[src/rtl/hazard_ctrl_pkg.sv]
// rtl/hazard_ctrl_pkg.sv - shared encodings and pipeline record layout for the hazard controller
package hazard_ctrl_pkg;

    // Primary opcodes
    localparam logic [5:0] OP_RTYPE = 6'h00;
    localparam logic [5:0] OP_J     = 6'h02;
    localparam logic [5:0] OP_JAL   = 6'h03;
    localparam logic [5:0] OP_BEQ   = 6'h04;
    localparam logic [5:0] OP_ORI   = 6'h0D;
    localparam logic [5:0] OP_LUI   = 6'h0F;
    localparam logic [5:0] OP_LW    = 6'h23;
    localparam logic [5:0] OP_SW    = 6'h2B;

    // R-type funct codes
    localparam logic [5:0] FN_SLL   = 6'h00;
    localparam logic [5:0] FN_JR    = 6'h08;
    localparam logic [5:0] FN_ADDU  = 6'h21;
    localparam logic [5:0] FN_SUBU  = 6'h23;

    // D-stage forward selects
    localparam logic [2:0] FWD_D_RF   = 3'd0;
    localparam logic [2:0] FWD_D_PC8E = 3'd1;
    localparam logic [2:0] FWD_D_PC4M = 3'd2;
    localparam logic [2:0] FWD_D_AOM  = 3'd3;
    localparam logic [2:0] FWD_D_WD   = 3'd4;

    // E-stage forward selects
    localparam logic [1:0] FWD_E_PIPE = 2'd0;
    localparam logic [1:0] FWD_E_AOM  = 2'd1;
    localparam logic [1:0] FWD_E_WD   = 2'd2;
    localparam logic [1:0] FWD_E_PC4M = 2'd3;

    // M-stage forward selects
    localparam logic FWD_M_PIPE = 1'b0;
    localparam logic FWD_M_WD   = 1'b1;

    // Result class of an in-flight instruction
    typedef enum logic [1:0] {
        CLS_NONE = 2'd0,
        CLS_ALU  = 2'd1,
        CLS_LOAD = 2'd2,
        CLS_LINK = 2'd3
    } cls_e;

    // One pipeline record; rs/rt are zero when the instruction does not read them
    typedef struct packed {
        logic [4:0] rs;
        logic [4:0] rt;
        logic [4:0] dst;
        logic [1:0] tnew;
        cls_e       cls;
    } rec_t;

    // Full decode result for the D-stage instruction
    typedef struct packed {
        rec_t       rec;
        logic       use_rs;
        logic       use_rt;
        logic [1:0] tuse_rs;
        logic [1:0] tuse_rt;
    } dec_t;

    localparam rec_t REC_BUBBLE = '0;

    // Advance a record one stage: its result is one cycle closer to ready
    function automatic rec_t age(input rec_t r);
        rec_t a;
        a = r;
        if (r.tnew != 2'd0) begin
            a.tnew = r.tnew - 2'd1;
        end
        return a;
    endfunction

endpackage

[src/rtl/hazard_ctrl_decode.sv]
// rtl/hazard_ctrl_decode.sv - instruction to register-use / result-timing decoder
module hazard_decode
    import hazard_ctrl_pkg::*;
(
    input  logic [31:0] instr,
    output dec_t        dec
);

    logic [5:0] op;
    logic [5:0] funct;
    logic [4:0] rs;
    logic [4:0] rt;
    logic [4:0] rd;
    logic       unused_shamt;

    assign op           = instr[31:26];
    assign rs           = instr[25:21];
    assign rt           = instr[20:16];
    assign rd           = instr[15:11];
    assign funct        = instr[5:0];
    assign unused_shamt = ^instr[10:6];

    // Classify the instruction; anything unrecognised stays a no-op
    always_comb begin
        dec = '0;
        dec.rec.cls = CLS_NONE;
        case (op)
            OP_RTYPE: begin
                case (funct)
                    FN_ADDU, FN_SUBU: begin
                        dec.use_rs   = 1'b1;
                        dec.use_rt   = 1'b1;
                        dec.tuse_rs  = 2'd1;
                        dec.tuse_rt  = 2'd1;
                        dec.rec.dst  = rd;
                        dec.rec.tnew = 2'd1;
                        dec.rec.cls  = CLS_ALU;
                    end
                    FN_SLL: begin
                        dec.use_rt   = 1'b1;
                        dec.tuse_rt  = 2'd1;
                        dec.rec.dst  = rd;
                        dec.rec.tnew = 2'd1;
                        dec.rec.cls  = CLS_ALU;
                    end
                    FN_JR: begin
                        dec.use_rs  = 1'b1;
                        dec.tuse_rs = 2'd0;
                    end
                    default: ;
                endcase
            end
            OP_ORI: begin
                dec.use_rs   = 1'b1;
                dec.tuse_rs  = 2'd1;
                dec.rec.dst  = rt;
                dec.rec.tnew = 2'd1;
                dec.rec.cls  = CLS_ALU;
            end
            OP_LUI: begin
                dec.rec.dst  = rt;
                dec.rec.tnew = 2'd1;
                dec.rec.cls  = CLS_ALU;
            end
            OP_LW: begin
                dec.use_rs   = 1'b1;
                dec.tuse_rs  = 2'd1;
                dec.rec.dst  = rt;
                dec.rec.tnew = 2'd2;
                dec.rec.cls  = CLS_LOAD;
            end
            OP_SW: begin
                dec.use_rs  = 1'b1;
                dec.use_rt  = 1'b1;
                dec.tuse_rs = 2'd1;
                dec.tuse_rt = 2'd2;
            end
            OP_BEQ: begin
                dec.use_rs  = 1'b1;
                dec.use_rt  = 1'b1;
                dec.tuse_rs = 2'd0;
                dec.tuse_rt = 2'd0;
            end
            OP_JAL: begin
                dec.rec.dst  = 5'd31;
                dec.rec.tnew = 2'd0;
                dec.rec.cls  = CLS_LINK;
            end
            default: ;
        endcase
        // Only registers actually read are recorded, so later stages never forward into unused fields
        dec.rec.rs = dec.use_rs ? rs : 5'd0;
        dec.rec.rt = dec.use_rt ? rt : 5'd0;
    end

endmodule

[src/rtl/hazard_ctrl.sv]
// rtl/hazard_ctrl.sv - stall and forward-select generation for the 5-stage pipeline
module hazard_ctrl
    import hazard_ctrl_pkg::*;
(
    input  logic        Clk,
    input  logic        Reset,
    input  logic [31:0] IRD,
    output logic [2:0]  Forward_RS_D_src,
    output logic [2:0]  Forward_RT_D_src,
    output logic [1:0]  Forward_RS_E_src,
    output logic [1:0]  Forward_RT_E_src,
    output logic        Forward_RT_M_src,
    output logic        ClearE,
    output logic        PauseD,
    output logic        PauseF
);

    dec_t dec_d;
    rec_t rec_e;
    rec_t rec_m;
    rec_t rec_w;
    logic stall;
    logic unused_fields;

    hazard_decode u_decode (
        .instr (IRD),
        .dec   (dec_d)
    );

    // A read register stalls when an older result will not be ready by the time it is needed
    function automatic logic needs_stall(input logic [4:0] r, input logic use_r,
                                         input logic [1:0] tuse, input rec_t e, input rec_t m);
        return use_r && (r != 5'd0) &&
               (((r == e.dst) && (tuse < e.tnew)) || ((r == m.dst) && (tuse < m.tnew)));
    endfunction

    // Youngest ready producer wins; a matching record that is not ready is skipped
    function automatic logic [2:0] fwd_d(input logic [4:0] r, input rec_t e, input rec_t m, input rec_t w);
        if (r == 5'd0) return FWD_D_RF;
        if ((r == e.dst) && (e.tnew == 2'd0)) return (e.cls == CLS_LINK) ? FWD_D_PC8E : FWD_D_RF;
        if ((r == m.dst) && (m.tnew == 2'd0)) begin
            if (m.cls == CLS_LINK) return FWD_D_PC4M;
            if (m.cls == CLS_ALU)  return FWD_D_AOM;
            return FWD_D_RF;
        end
        if ((r == w.dst) && (w.tnew == 2'd0)) return FWD_D_WD;
        return FWD_D_RF;
    endfunction

    // A load still in M shadows any older W value, since that W value is stale
    function automatic logic [1:0] fwd_e(input logic [4:0] r, input rec_t m, input rec_t w);
        if (r == 5'd0) return FWD_E_PIPE;
        if (r == m.dst) begin
            if (m.cls == CLS_ALU)  return FWD_E_AOM;
            if (m.cls == CLS_LINK) return FWD_E_PC4M;
            return FWD_E_PIPE;
        end
        if (r == w.dst) return FWD_E_WD;
        return FWD_E_PIPE;
    endfunction

    // Stall detection and forward selects, all combinational from records plus IRD
    always_comb begin
        stall = needs_stall(dec_d.rec.rs, dec_d.use_rs, dec_d.tuse_rs, rec_e, rec_m) ||
                needs_stall(dec_d.rec.rt, dec_d.use_rt, dec_d.tuse_rt, rec_e, rec_m);
        Forward_RS_D_src = fwd_d(dec_d.rec.rs, rec_e, rec_m, rec_w);
        Forward_RT_D_src = fwd_d(dec_d.rec.rt, rec_e, rec_m, rec_w);
        Forward_RS_E_src = fwd_e(rec_e.rs, rec_m, rec_w);
        Forward_RT_E_src = fwd_e(rec_e.rt, rec_m, rec_w);
        Forward_RT_M_src = ((rec_m.rt != 5'd0) && (rec_m.rt == rec_w.dst)) ? FWD_M_WD : FWD_M_PIPE;
    end

    assign PauseF = stall;
    assign PauseD = stall;
    assign ClearE = stall;

    // Fields kept for record symmetry with the datapath but not consulted in later stages
    assign unused_fields = ^{rec_m.rs, rec_w.rs, rec_w.rt, rec_w.cls};

    // Shift the record pipeline; reset flushes every stage, a stall bubbles E
    always_ff @(posedge Clk) begin
        if (Reset) begin
            rec_e <= REC_BUBBLE;
            rec_m <= REC_BUBBLE;
            rec_w <= REC_BUBBLE;
        end else begin
            rec_w <= age(rec_m);
            rec_m <= age(rec_e);
            rec_e <= stall ? REC_BUBBLE : dec_d.rec;
        end
    end

endmodule

[config.mk]
export PLATFORM = sky130hd
export DESIGN_NAME = hazard_ctrl
export DESIGN_NICKNAME = d
export VERILOG_FILES = /design/src/rtl/hazard_ctrl_pkg.sv /design/src/rtl/hazard_ctrl_decode.sv /design/src/rtl/hazard_ctrl.sv
export SDC_FILE = /design/constraint.sdc
export NUM_CORES = 1
export LEC_CHECK = 0
export CAP_MARGIN = 40
export CORE_MARGIN = 5
export CORE_UTILIZATION = 53
export DETAILED_ROUTE_END_ITERATION = 8
export PLACE_DENSITY = 0.87
export RECOVER_POWER = 50
export SLEW_MARGIN = 20
export SYNTH_ARGS = -nofsm -noshare
export SYNTH_HDL_FRONTEND = slang
export SYNTH_SLANG_ARGS = --single-unit
[constraint.sdc]
create_clock -name Clk -period 3.9 [get_ports Clk]
set_input_delay 0.39 -clock Clk [delete_from_list [all_inputs] [get_ports Clk]]
set_output_delay 0.39 -clock Clk [all_outputs]
set_load 0.01 [all_outputs]
Yosys cells after proc, flatten, opt, wreduce, memory -nomap -nowiden --
Index checks and enable logic that the tools add are counted. Widths: inputs -> output; s select.
Storage, ports and cells: register bits 40, logic and storage cells 198, input bits 34
Operators by class: reduce and logical (&&, ||, !) cells 40, muxes and demuxes 118, add/sub/neg operators 2, equality and inequality tests 23, $lt $le $gt $ge 4
Operators with widths (number):
- $mux 3 | 24
- $mux 1 | 64
- $eq 5x5->1 | 11
- $mux 2 | 22
- $pmux 9 s4 | 1
- $eq 6x6->1 const B | 4
- $logic_not 5->1 | 4
- $eq 6x4->1 const B | 3
- $logic_and 1x1->1 | 15
- $reduce_bool 5->1 | 3
- $logic_not 6->1 | 2
- $mux 5 | 2
- $mux 9 | 1
- $reduce_or 3->1 | 3
- $lt 2x2->1 | 4
- $reduce_or 2->1 | 4
- $eq 6x2->1 const B | 1
- $eq 6x3->1 const B | 1
- $logic_not 2->1 | 3
- $pmux 1 s2 | 3
- $eq 2x2->1 const B | 2
- $pmux 2 s2 | 1
- $reduce_bool 2->1 | 2
- $reduce_or 4->1 | 1
- other kinds (3) | 6

Depth between registers and ports, before layout --
Gate-level depths: netlist of run 1.
word-level depth 23, gate-level depth with buffers 10

Modules after synthesis --
Synthesis of run 1 repeated with hierarchy kept, for this count alone.
Second synthesis, totals: cell total of the unflattened synthesis 293, area total of the unflattened synthesis 2603.7 um2
Modules (own cells, without submodules):
- hazard_ctrl | area each 2188.3 um2, instances 1, cells an instance 240
- hazard_decode | area each 415.4 um2, instances 1, cells an instance 53

Worst setup path after synthesis of run 1 --
Ideal clock, no wire load.
path type input to output, start point in IRD[29], end point out PauseD, arrival 3.039 ns, slack 0.471 ns, stages on the path 9, path through or4_4 a2111oi_4 or3_1 buf_2 a32oi_1 or3b_4 a2111oi_4 or2_2 buf_4
Between the ends: longest elaborated chain between the ends 9, elaborated cells between the ends (all ways) 35, those cells by class order compare (4); eq/ne (8); mux (6); reduce/logical (17)
Ends and longest elaborated chain:
- start, declared | line hazard_ctrl.sv:7 | input logic [31:0] IRD,
- $eq 6x4->1 (tied with other cells) | line hazard_ctrl_decode.sv:27 | case (op)
- $reduce_or 4->1 (no source line) or $reduce_or 2->1 (tied branches)
- $pmux 1 s2 | line hazard_ctrl_decode.sv:27
- $mux 5, on equally long branches | line hazard_ctrl_decode.sv:92, hazard_ctrl_decode.sv:93
- $eq 5x5->1 | line hazard_ctrl.sv:34 | (((r == e.dst) && (tuse < e.tnew)) || ((r == m.dst) && (tuse < m.tnew)));
- $logic_and 1x1->1 | line hazard_ctrl.sv:34
- $logic_or 1x1->1 | line hazard_ctrl.sv:34
- $logic_and 1x1->1 | line hazard_ctrl.sv:33 | return use_r && (r != 5'd0) &&
- $logic_or 1x1->1 (*) | line hazard_ctrl.sv:64 | stall = needs_stall(dec_d.rec.rs, dec_d.use_rs, dec_d.tuse_rs, rec_e, rec_m) ||
- end, declared | line hazard_ctrl.sv:14 | output logic PauseD,
Every way passes the cells marked *; elsewhere a longest branch is shown, timed or not.

Worst setup path in the final report of run 1 --
start point in IRD[29], end point out PauseF
Between the ends: longest elaborated chain between the ends 9, elaborated cells between the ends (all ways) 35, those cells by class order compare (4); eq/ne (8); mux (6); reduce/logical (17)
Ends and longest elaborated chain:
- $eq 6x4->1 (tied with other cells) | line hazard_ctrl_decode.sv:27
- $reduce_or 4->1 (no source line) or $reduce_or 2->1 (tied branches)
- $pmux 1 s2 | line hazard_ctrl_decode.sv:27
- $mux 5, on equally long branches | line hazard_ctrl_decode.sv:92, hazard_ctrl_decode.sv:93
- $eq 5x5->1 | line hazard_ctrl.sv:34
- $logic_and 1x1->1 | line hazard_ctrl.sv:34
- $logic_or 1x1->1 | line hazard_ctrl.sv:34
- $logic_and 1x1->1 | line hazard_ctrl.sv:33
- $logic_or 1x1->1 (*) | line hazard_ctrl.sv:64
- end, declared | line hazard_ctrl.sv:15 | output logic PauseF
Marks and branches as above.

==> out/summary.txt, run 1 <==
Ys Warns: 0
number of global-route vias before repair: 2,593
Reg clk slew, reported paths: 70 ps
Post-Place Cell Area: 3260 um2
Rows: 25
status: finished, final reports clean
unrepaired setup endpoints after global routing: no
# IOs: 48
FF+latch count, synth: 40
antenna diode count: 0
initial antenna violation count: 0
fin nets: 419
starting density of the core: 54.9%
Critical Path Max Stage Delay: 560 ps
Cell Area, Synth: 2610 um2
CP Class: primary input to output port
Core Region: 4750 um2
CP Max Fanout: 6
Hold Path Depth: 1
Starting DRT DRC Count: 242
gp weighted congestion: 0.986
Top delay family on crit path: simple AND/OR/NAND/NOR gates
gr ovfl total: 0
EDFF count, synth: 0
worst-path cell chain: clkdlybuf4s50_1, or4_4, a2111oi_4, buf_4, o31ai_1, a22o_1, or3b_4, a2111oi_4, or2_4, buf_4, clkdlybuf4s15_1
worst clock skew: 9.85 ps
r2r startpoint: rec_m[6]$_SDFF_PP0_
dpl hpwl: 5510 um
final std cells w/o fill: 451
TNS Setup: 0 ps
First-pass DRT Iterations: 5
maxcap violations: 0
worst reg-to-reg path cell count: 8
Min Clock Period, post-route: 3810 ps
Buffers on Ports: 42
crit share post-route: 97.6%
CTS Buffer Depth: 2
Hold-fix buffers, CTS: 0
Slew Viols, Final: 0
Max IR drop VDD: 169 uV
# clock sinks: 40
Synth top cells by count: dfxtp_1, nor3_1, xnor2_1
required time of the critical path: 3510 ps
Synth cell types: 53
gr usage total: 23.8%
Fill cells: 377
Syn Nets: 359
Synth area leader: dfxtp_1
# H-tree levels: 2
ys flop type: dfxtp_1
Max Freq: 263 MHz
largest net degree at the start of global routing: 23
Die Y: 80.2 um
final wirelength: 7480 um
slowest stage cell, crit path: or4_4
Die ar.: 6430 um2
final setup slack of the worst path: 92.3 ps
Worst-Margin Slew: 729 ps
Hold WC Path Type: flip-flop to flip-flop
PwrDens: 247 nW/um2
vias per cell: 6.03
CP Launch Type: primary input
post-synthesis sequential area ratio: 30.7%
cell area after layout: 3380 um2
first-pass GRT wire length: 12,000 um
CTS tree: built
Worst-Skew Late Latency: 310 ps
top-area cell type share of the netlist area: 30.7%
Slew HR: 51.4%
crit path DAT: 3420 ps
Inserted Clock Buffers: 5
leakage: 0.00136 uW
largest cells by area after synthesis: dfxtp_1, xnor2_1, nor3_1, nor2b_1, xor2_1
routed vias: 2,720
CTS root buffer: clkbuf_8
endpoints failing hold: 0
DRC violations left: 0
Die W: 80.2 um
P&R area growth vs syn: 29.3%
register-to-register setup slack: 1390 ps
dpl ws: -217 ps
mean area per synthesized cell: 8.09 um2
ANT nets after route: 0
final setup fails: 0
dpl cells: 440
Hold Path End: rec_m[9]$_SDFF_PP0_
Hold Crit Start: rec_e[9]$_SDFF_PP0_
CP Buf/Inv Count: 4
count leader, synth: dfxtp_1
layout cell share with drive strength beyond 1: 13.8%
RR Endpoint: rec_e[18]$_SDFF_PP0_
Post-synth ARST share: 0%
critical path endpoint category: output port
post-DR wirelength/cell: 16.6 um
Syn Inst Count: 323
area by class of cell:
cell class | count | area (um2) | share of cell area [%]
Multi-Input combinational cell | 245 | 1660 | 49.3
Sequential cell | 40 | 801 | 23.7
Timing Repair Buffer | 79 | 692 | 20.5
Tap cell | 67 | 83.8 | 2.48
Clock buffer | 6 | 82.6 | 2.44
Inverter | 12 | 45.0 | 1.33
Clock inverter | 2 | 10.0 | 0.296
report_power, final:
group	internal (uW)	total [uW]	leakage, uW	switching [uW]
sequential	411	417	0.000323	5.49
clock	141	291	0.0000510	150
combinational	66.4	128	0.000989	61.8
worst register-to-register path: stages (launching register included):
cell	delay, ps
dfxtp_1	580
xnor2_1	170
nand3_1	90
nor3_1	410
nor4b_1	300
o31ai_1	140
nand3b_1	380
buf_4	260
nor3_1	70
sequential cells by signal, summed over array words and instances, names as in the netlist:
signal and cells:
rec_w 7, rec_m 14, rec_e 19
per-stage QoR:
step / total power (uW) / hold WS (ps) / util, %
after floorplan: 488 / 459 / -
after global placement: 547 / 490 / 68.5
after detailed placement: 551 / 493 / 68.5
after CTS: 831 / 506 / 70.8
after global routing: 862 / 531 / 71.1
final: 836 / 518 / 71.1
cell families after synthesis:
logic type	share of synthesized area (%)
multiplexers	0.431
adder cells (fa/ha/maj)	0.958
AND/OR/NAND/NOR	31.6
AO/OA/AOI/OAI	17.8
buffers and inverters	6.13
flip-flops	30.7
XOR/XNOR	12.4
worst max-delay path by stage:
stage	start	end	slack, ps	depth (start not counted)
after detailed placement	IRD[29]	ClearE	-220	10
after global placement	IRD[29]	ClearE	-140	10
final	IRD[29]	PauseF	90	11
after floorplan	IRD[29]	PauseD	470	9
after global routing	IRD[29]	ClearE	7	11
after CTS	IRD[28]	Forward_RS_D_src[0]	70	10
cell usage in the layout (no fill, tap or decap), types with 12 or more instances in the layout:
| cell | instances |
|---|---|
| buf_4 | 36 |
| clkdlybuf4s50_1 | 29 |
| dfxtp_1 | 40 |
| inv_1 | 12 |
| nand2_1 | 18 |
| nand3_1 | 16 |
| nor2_1 | 20 |
| nor2b_1 | 17 |
| nor3_1 | 33 |
| xnor2_1 | 25 |
| xor2_1 | 12 |
repair_timing:
action	CTS	global route
endpoints found under the setup margin	8	4
resized for setup	9	4
buffers inserted	2	0
cloned	0	0
pin swaps	3	3
metal layers:
layer | GRT usage, % | wire length (um) | vias up
li1 | - | - | 1289
met5 | 0 | 0 | -
met2 | 42.5 | 3720 | 155
met4 | 11.5 | 274 | 0
met3 | 5.27 | 668 | 29
met1 | 26.4 | 2820 | 1247
No activity file was read; power rests on OpenSTA's default activity.
==> run 2: changes to the inputs <==
--- a/config.mk
+++ b/config.mk
@@ -6,6 +6,7 @@
 export NUM_CORES = 1
 export LEC_CHECK = 0
 export CAP_MARGIN = 40
+export CORE_ASPECT_RATIO = 0.6
 export CORE_MARGIN = 5
 export CORE_UTILIZATION = 53
 export DETAILED_ROUTE_END_ITERATION = 8
==> out/summary.txt, run 2 (same netlist as run 1, synthesis figures left out) <==
Post-Place Cell Area: 3280 um2 (+0.69%)
total power: 947 uW (+13%)
crit path DAT: 3420 ps (about the same)
leakage: 0.00141 uW (+3.6%)
Fill cells: 346 (-8.2%)
Reg clk slew, reported paths: 70 ps (about the same)
Starting DRT DRC Count: 309 (+28%)
dpl ws: -209 ps (+8.07 ps)
Max IR drop VDD: 179 uV (+6.3%)
crit share post-route: 97.7% (about the same)
Worst-Margin Slew: 1020 ps (+295 ps)
layout cell share with drive strength beyond 1: 15.4% (+1.6 points)
most common cell after layout, fill and taps aside: buf_4
gr usage total: 25.1% (+1.3 points)
post-DR wirelength/cell: 18.2 um (+9.7%)
P_int: 733 uW (+18%)
Worst-Skew Late Latency: 290 ps (-20 ps)
# clock sinks: 40 (unchanged)
Sequential Power Share: 44.1% (-5.8 points)
first-pass GRT wire length: 13,000 um (+8.5%)
Buffers on Ports: 42 (unchanged)
Inserted Clock Buffers: 5 (unchanged)
fin nets: 425 (+1.4%)
required time of the critical path: 3510 ps (about the same)
CP Max Fanout: 7 (+1)
number of global-route vias before repair: 2,656 (+2.4%)
dpl hpwl: 5960 um (+8.0%)
Sw Ratio: 22.6% (-3.3 points)
Rows: 19 (-24%)
CP Launch Type: primary input
Net Switching: 214 uW (-1.2%)
gp weighted congestion: 0.975 (-1.1%)
CTS Buffer Depth: 2 (unchanged)
area of the multi-input gates: 1670 um2 (+0.23%)
PwrDens: 272 nW/um2 (+10%)
Reg area: 801 um2 (unchanged)
initial antenna violation count: 0 (unchanged)
Core Region: 4660 um2 (-2.0%)
most frequent cells in the layout: buf_4, dfxtp_1, nor3_1
P&R area growth vs syn: 33.0%
CP Class: primary input to output port
routed vias: 2,779 (+2.2%)
Max Freq: 262 MHz (about the same)
max reg flops: 19 (unchanged)
endpoints failing hold: 0 (unchanged)
cell area after layout: 3480 um2 (+2.9%)
Largest Register: rec_e
Die ar.: 6480 um2 (+0.72%)
# IOs: 48 (unchanged)
Gate power share: 14.0% (-1.3 points)
CTS root buffer: clkbuf_8
Slew HR: 31.7% (-20 points)
vias per cell: 6.15 (+1.9%)
First-pass DRT Iterations: 5 (unchanged)
Slew Viols, Final: 0 (unchanged)
ANT nets after route: 0 (unchanged)
critical path endpoint category: output port
Die Y: 64.4 um (-20%)
status: finished, final reports clean
antenna diode count: 0 (unchanged)
final wirelength: 8230 um (+10%)
biggest regs: rec_e: 19 flops, rec_m: 14 flops, rec_w: 7 flops
gr ovfl total: 0 (unchanged)
Min Clock Period, post-route: 3810 ps (+2.33 ps)
final setup fails: 0 (unchanged)
# H-tree levels: 2 (unchanged)
Hold WC Path Type: flip-flop to flip-flop
largest net degree at the start of global routing: 23 (unchanged)
maxcap violations: 0 (unchanged)
DRC violations left: 0 (unchanged)
clock network power share: 41.9% (+7.1 points)
worst clock skew: 3.36 ps (-6.49 ps)
starting density of the core: 56.1% (+1.1 points)
Die W: 101 um (+25%)
Hold-fix buffers, CTS: 0 (unchanged)
CTS tree: built
final setup slack of the worst path: 90.0 ps (-2.33 ps)
==> run 2: changes by cell type in the layout (fill, tap and decap cells not counted), sizes merged <==
cell and delta:
dlygate4sd2 -2, clkdlybuf4s15 +1, buf +6, clkinv -2, bufinv +2, dlymetal6s2s +1
clkbuf -1
==> run 2: routing by layer <==
| metal | global-route usage (%) | share of wire, % |
|---|---|---|
| met1 | 35.4 | 44 |
| met2 | 36.9 | 42 |
| met3 | 7.39 | 11 |
| met4 | 7.56 | 2.3 |
| met5 | 0 | 0 |
==> run 2: path summary, 6_finish.rpt <==
| kind | cells after the start | start | end | slack (ps) |
|---|---|---|---|---|
| setup / recovery | 11 | IRD[29] | Forward_RT_D_src[0] | 90 |
| hold / removal | 1 | rec_e[2]$_SDFF_PP0_ | rec_m[2]$_SDFF_PP0_ | 530 |
| setup reg to reg | 9 | rec_m[4]$_SDFF_PP0_ | rec_e[18]$_SDFF_PP0_ | 1370 |
| hold reg to reg | 1 | rec_e[2]$_SDFF_PP0_ | rec_m[2]$_SDFF_PP0_ | 530 |
==> run 2: power groups by stage <==
| stage | Sequential [uW] | Clock (uW) | Combinational, uW |
|---|---|---|---|
| after CTS | 417 | 396 | 130 |
| final | 417 | 397 | 133 |
| after detailed placement | 427 | 0 | 129 |
| after floorplan | 423 | 0 | 64.4 |
| after global placement | 426 | 0 | 125 |
| after global routing | 418 | 415 | 143 |
==> run 2: worst max-delay path, cell delays in order <==
cell	delay (ps)
clkdlybuf4s50_1	420
or4_4	580
a2111oi_4	270
buf_4	200
buf_4	110
or3_1	110
a32oi_1	120
buf_4	180
or4_1	510
o31ai_1	230
dlygate4sd2_1	310
==> run 2: through the flow <==
stage / hold WS (ps) / std cells / setup TNS, ps / util [%]
2_1_floorplan: 459 / 323 / 0 / -
3_3_place_gp: 499 / 438 / -616 / 70.4
3_5_place_dp: 509 / 438 / -742 / 70.4
4_1_cts: 518 / 446 / 0 / 73.3
5_1_grt: 537 / 452 / -27.1 / 74.6
6_report: 527 / 452 / 0 / 74.6
==> run 2: area by class of cell <==
type | count | area share, %
multi-input combinational | 245 | 48.0
sequential | 40 | 23.0
timing repair buffer | 85 | 21.7
tap | 63 | 2.27
clock buffer | 5 | 1.98
clock inverter | 2 | 1.73
inverter | 12 | 1.30
==> run 2: timing repair <==
item | CTS | global route
setup buffers | 1 | 5
pin swaps | 2 | 5
setup endpoints to repair | 7 | 5
gates cloned | 0 | 0
resized for setup | 7 | 7
==> run 3: changes to the inputs <==
--- a/config.mk
+++ b/config.mk
@@ -10,7 +10,7 @@
 export CORE_MARGIN = 5
 export CORE_UTILIZATION = 53
 export DETAILED_ROUTE_END_ITERATION = 8
-export PLACE_DENSITY = 0.87
+export PLACE_DENSITY = 0.85
 export RECOVER_POWER = 50
 export SLEW_MARGIN = 20
 export SYNTH_ARGS = -nofsm -noshare
==> out/summary.txt, run 3 (same netlist as run 1, synthesis figures left out) <==
layout cell share with drive strength beyond 1: 13.6% (-1.8 points)
CTS tree: built
max reg flops: 19 (unchanged)
Max Freq: 271 MHz (+3.2%)
most frequent cells in the layout: dfxtp_1, nor3_1, buf_4
final setup slack of the worst path: 207 ps (+117 ps)
r2r startpoint: rec_m[7]$_SDFF_PP0_
# clock sinks: 40 (unchanged)
gp weighted congestion: 0.974 (about the same)
crit share post-route: 94.7% (-3.0 points)
antenna diode count: 0 (unchanged)
Worst Setup SP: IRD[29]
worst clock skew: 3.00 ps (-0.360 ps)
maxcap violations: 0 (unchanged)
Inserted Clock Buffers: 5 (unchanged)
leakage: 0.00140 uW (-1.0%)
dpl cells: 435 (-0.68%)
register-to-register setup slack: 1330 ps (-40 ps)
CP Class: primary input to output port
Worst-Margin Slew: 997 ps (-27.4 ps)
crit path to: PauseD
CP Max Fanout: 7 (unchanged)
starting density of the core: 56.1% (unchanged)
Net Switching: 213 uW (-0.48%)
Hold-fix buffers, CTS: 0 (unchanged)
critical path endpoint category: output port
Max IR drop VDD: 181 uV (+1.1%)
dpl ws: -190 ps (+19.0 ps)
Post-Place Cell Area: 3260 um2 (-0.69%)
Die ar.: 6480 um2 (unchanged)
worst-path cell chain: clkdlybuf4s50_1, or4_4, a2111oi_4, buf_4, o31ai_1, a22o_1, or3b_4, a2111oi_4, or2_4, dlygate4sd2_1
PwrDens: 278 nW/um2 (+2.1%)
Worst-Skew Late Latency: 290 ps (about the same)
dpl hpwl: 5910 um (-0.74%)
ANT nets after route: 0 (unchanged)
routed vias: 2,727 (-1.9%)
# IOs: 48 (unchanged)
slowest stage cell, crit path: or4_4
status: finished, final reports clean
final std cells w/o fill: 444 (-1.8%)
hold slack: 539 ps (+12.3 ps)
Die W: 101 um (unchanged)
Min Clock Period, post-route: 3690 ps (-117 ps)
Largest Register: rec_e
worst reg-to-reg path cell count: 8 (-1)
Slew Viols, Final: 0 (unchanged)
initial antenna violation count: 0 (unchanged)
Slew HR: 33.6% (+1.8 points)
first-pass GRT wire length: 13,100 um (+1.1%)
vias per cell: 6.14 (-0.10%)
Buffers on Ports: 42 (unchanged)
# H-tree levels: 2 (unchanged)
unrepaired setup endpoints after global routing: no
required time of the critical path: 3510 ps (about the same)
P&R area growth vs syn: 29.9%
Sequential Power Share: 44.2% (about the same)
cell area after layout: 3390 um2 (-2.4%)
Core Region: 4660 um2 (unchanged)
First-pass DRT Iterations: 6 (+1)
Util after Layout: 72.8% (-1.8 points)
most used cell, CP: a2111oi_4
fin nets: 417 (-1.9%)
gr usage total: 25.5% (+0.40 points)
number of global-route vias before repair: 2,647 (-0.34%)
gr ovfl total: 0 (unchanged)
post-DR wirelength/cell: 18.1 um (-0.47%)
most common cell after layout, fill and taps aside: dfxtp_1
endpoints failing hold: 0 (unchanged)
Critical Path Max Stage Delay: 570 ps (about the same)
P_int: 731 uW (-0.26%)
Die Y: 64.4 um (unchanged)
Gate power share: 13.7% (-0.3 points)
largest net degree at the start of global routing: 23 (unchanged)
CTS Buffer Depth: 2 (unchanged)
clock network power share: 42.1% (+0.2 points)
DRC violations left: 0 (unchanged)
final setup fails: 0 (unchanged)
Hold WC Path Type: flip-flop to flip-flop
RR Endpoint: rec_e[18]$_SDFF_PP0_
CP Launch Type: primary input
biggest regs: rec_e: 19 flops, rec_m: 14 flops, rec_w: 7 flops
crit path DAT: 3300 ps (-120 ps)
Reg clk slew, reported paths: 80 ps (about the same)
Starting DRT DRC Count: 311 (+0.65%)
Rows: 19 (unchanged)
final wirelength: 8040 um (-2.2%)
Sw Ratio: 22.6% (-0.039 points)
CTS root buffer: clkbuf_8
## run 3: cell count changes in the layout (fill, tap and decap cells not counted), sizes merged
cell	delta
buf	-9
clkbuf	+3
clkdlybuf4s15	-3
clkdlybuf4s50	-1
dlygate4sd2	+1
dlymetal6s2s	+1
## run 3: worst min path at each step
stage,start,endpoint,slack (ps),cells past startpoint
floorplan,rec_e[2]$_SDFF_PP0_,rec_m[2]$_SDFF_PP0_,460,1
global placement,rec_e[2]$_SDFF_PP0_,rec_m[2]$_SDFF_PP0_,500,1
detailed placement,rec_e[0]$_SDFF_PP0_,rec_m[0]$_SDFF_PP0_,510,1
CTS,rec_e[0]$_SDFF_PP0_,rec_m[0]$_SDFF_PP0_,530,1
global route,rec_e[1]$_SDFF_PP0_,rec_m[1]$_SDFF_PP0_,560,1
finish,rec_e[11]$_SDFF_PP0_,rec_m[11]$_SDFF_PP0_,540,1
## run 3: metrics by stage
step / power [uW] / TNS (ps)
floorplan: 488 / 0
global placement: 550 / -544
detailed placement: 553 / -588
CTS: 943 / 0
global route: 976 / 0
finish: 944 / 0
## run 3: layer usage
layer | share of wire [%] | track usage (%)
met3 | 13 | 7.61
met2 | 42 | 37.0
met4 | 1.9 | 8.57
met5 | 0 | 0
met1 | 43 | 35.9
## run 3: power by group through the flow
stage | combinational, uW | clock, uW | sequential (uW)
after floorplan | 64.4 | 0 | 423
after global placement | 124 | 0 | 426
after detailed placement | 126 | 0 | 427
after CTS | 128 | 399 | 417
after global routing | 139 | 419 | 418
final | 129 | 398 | 417
## run 3: layout make-up
class / instances / area [um2]
multi-input combinational: 245 / 1660
fill: 378 / 1270
sequential: 40 / 801
timing repair buffer: 77 / 683
tap: 63 / 78.8
clock buffer: 5 / 68.8
clock inverter: 2 / 60.1
inverter: 12 / 45.0
## run 3: worst max-delay path, delay by kind of cell
family | cells | cell delay [ps]
compound gates | 4 | 870
simple gates | 3 | 1170
buf+inv | 3 | 870
## run 3: what timing repair did
| action | in CTS | in global routing |
|---|---|---|
| buffers inserted | 1 | 0 |
| endpoints found under the hold margin | 0 | 0 |
| pin swaps | 3 | 0 |
| setup endpoints to repair | 5 | 5 |
| gates resized for setup | 7 | 7 |
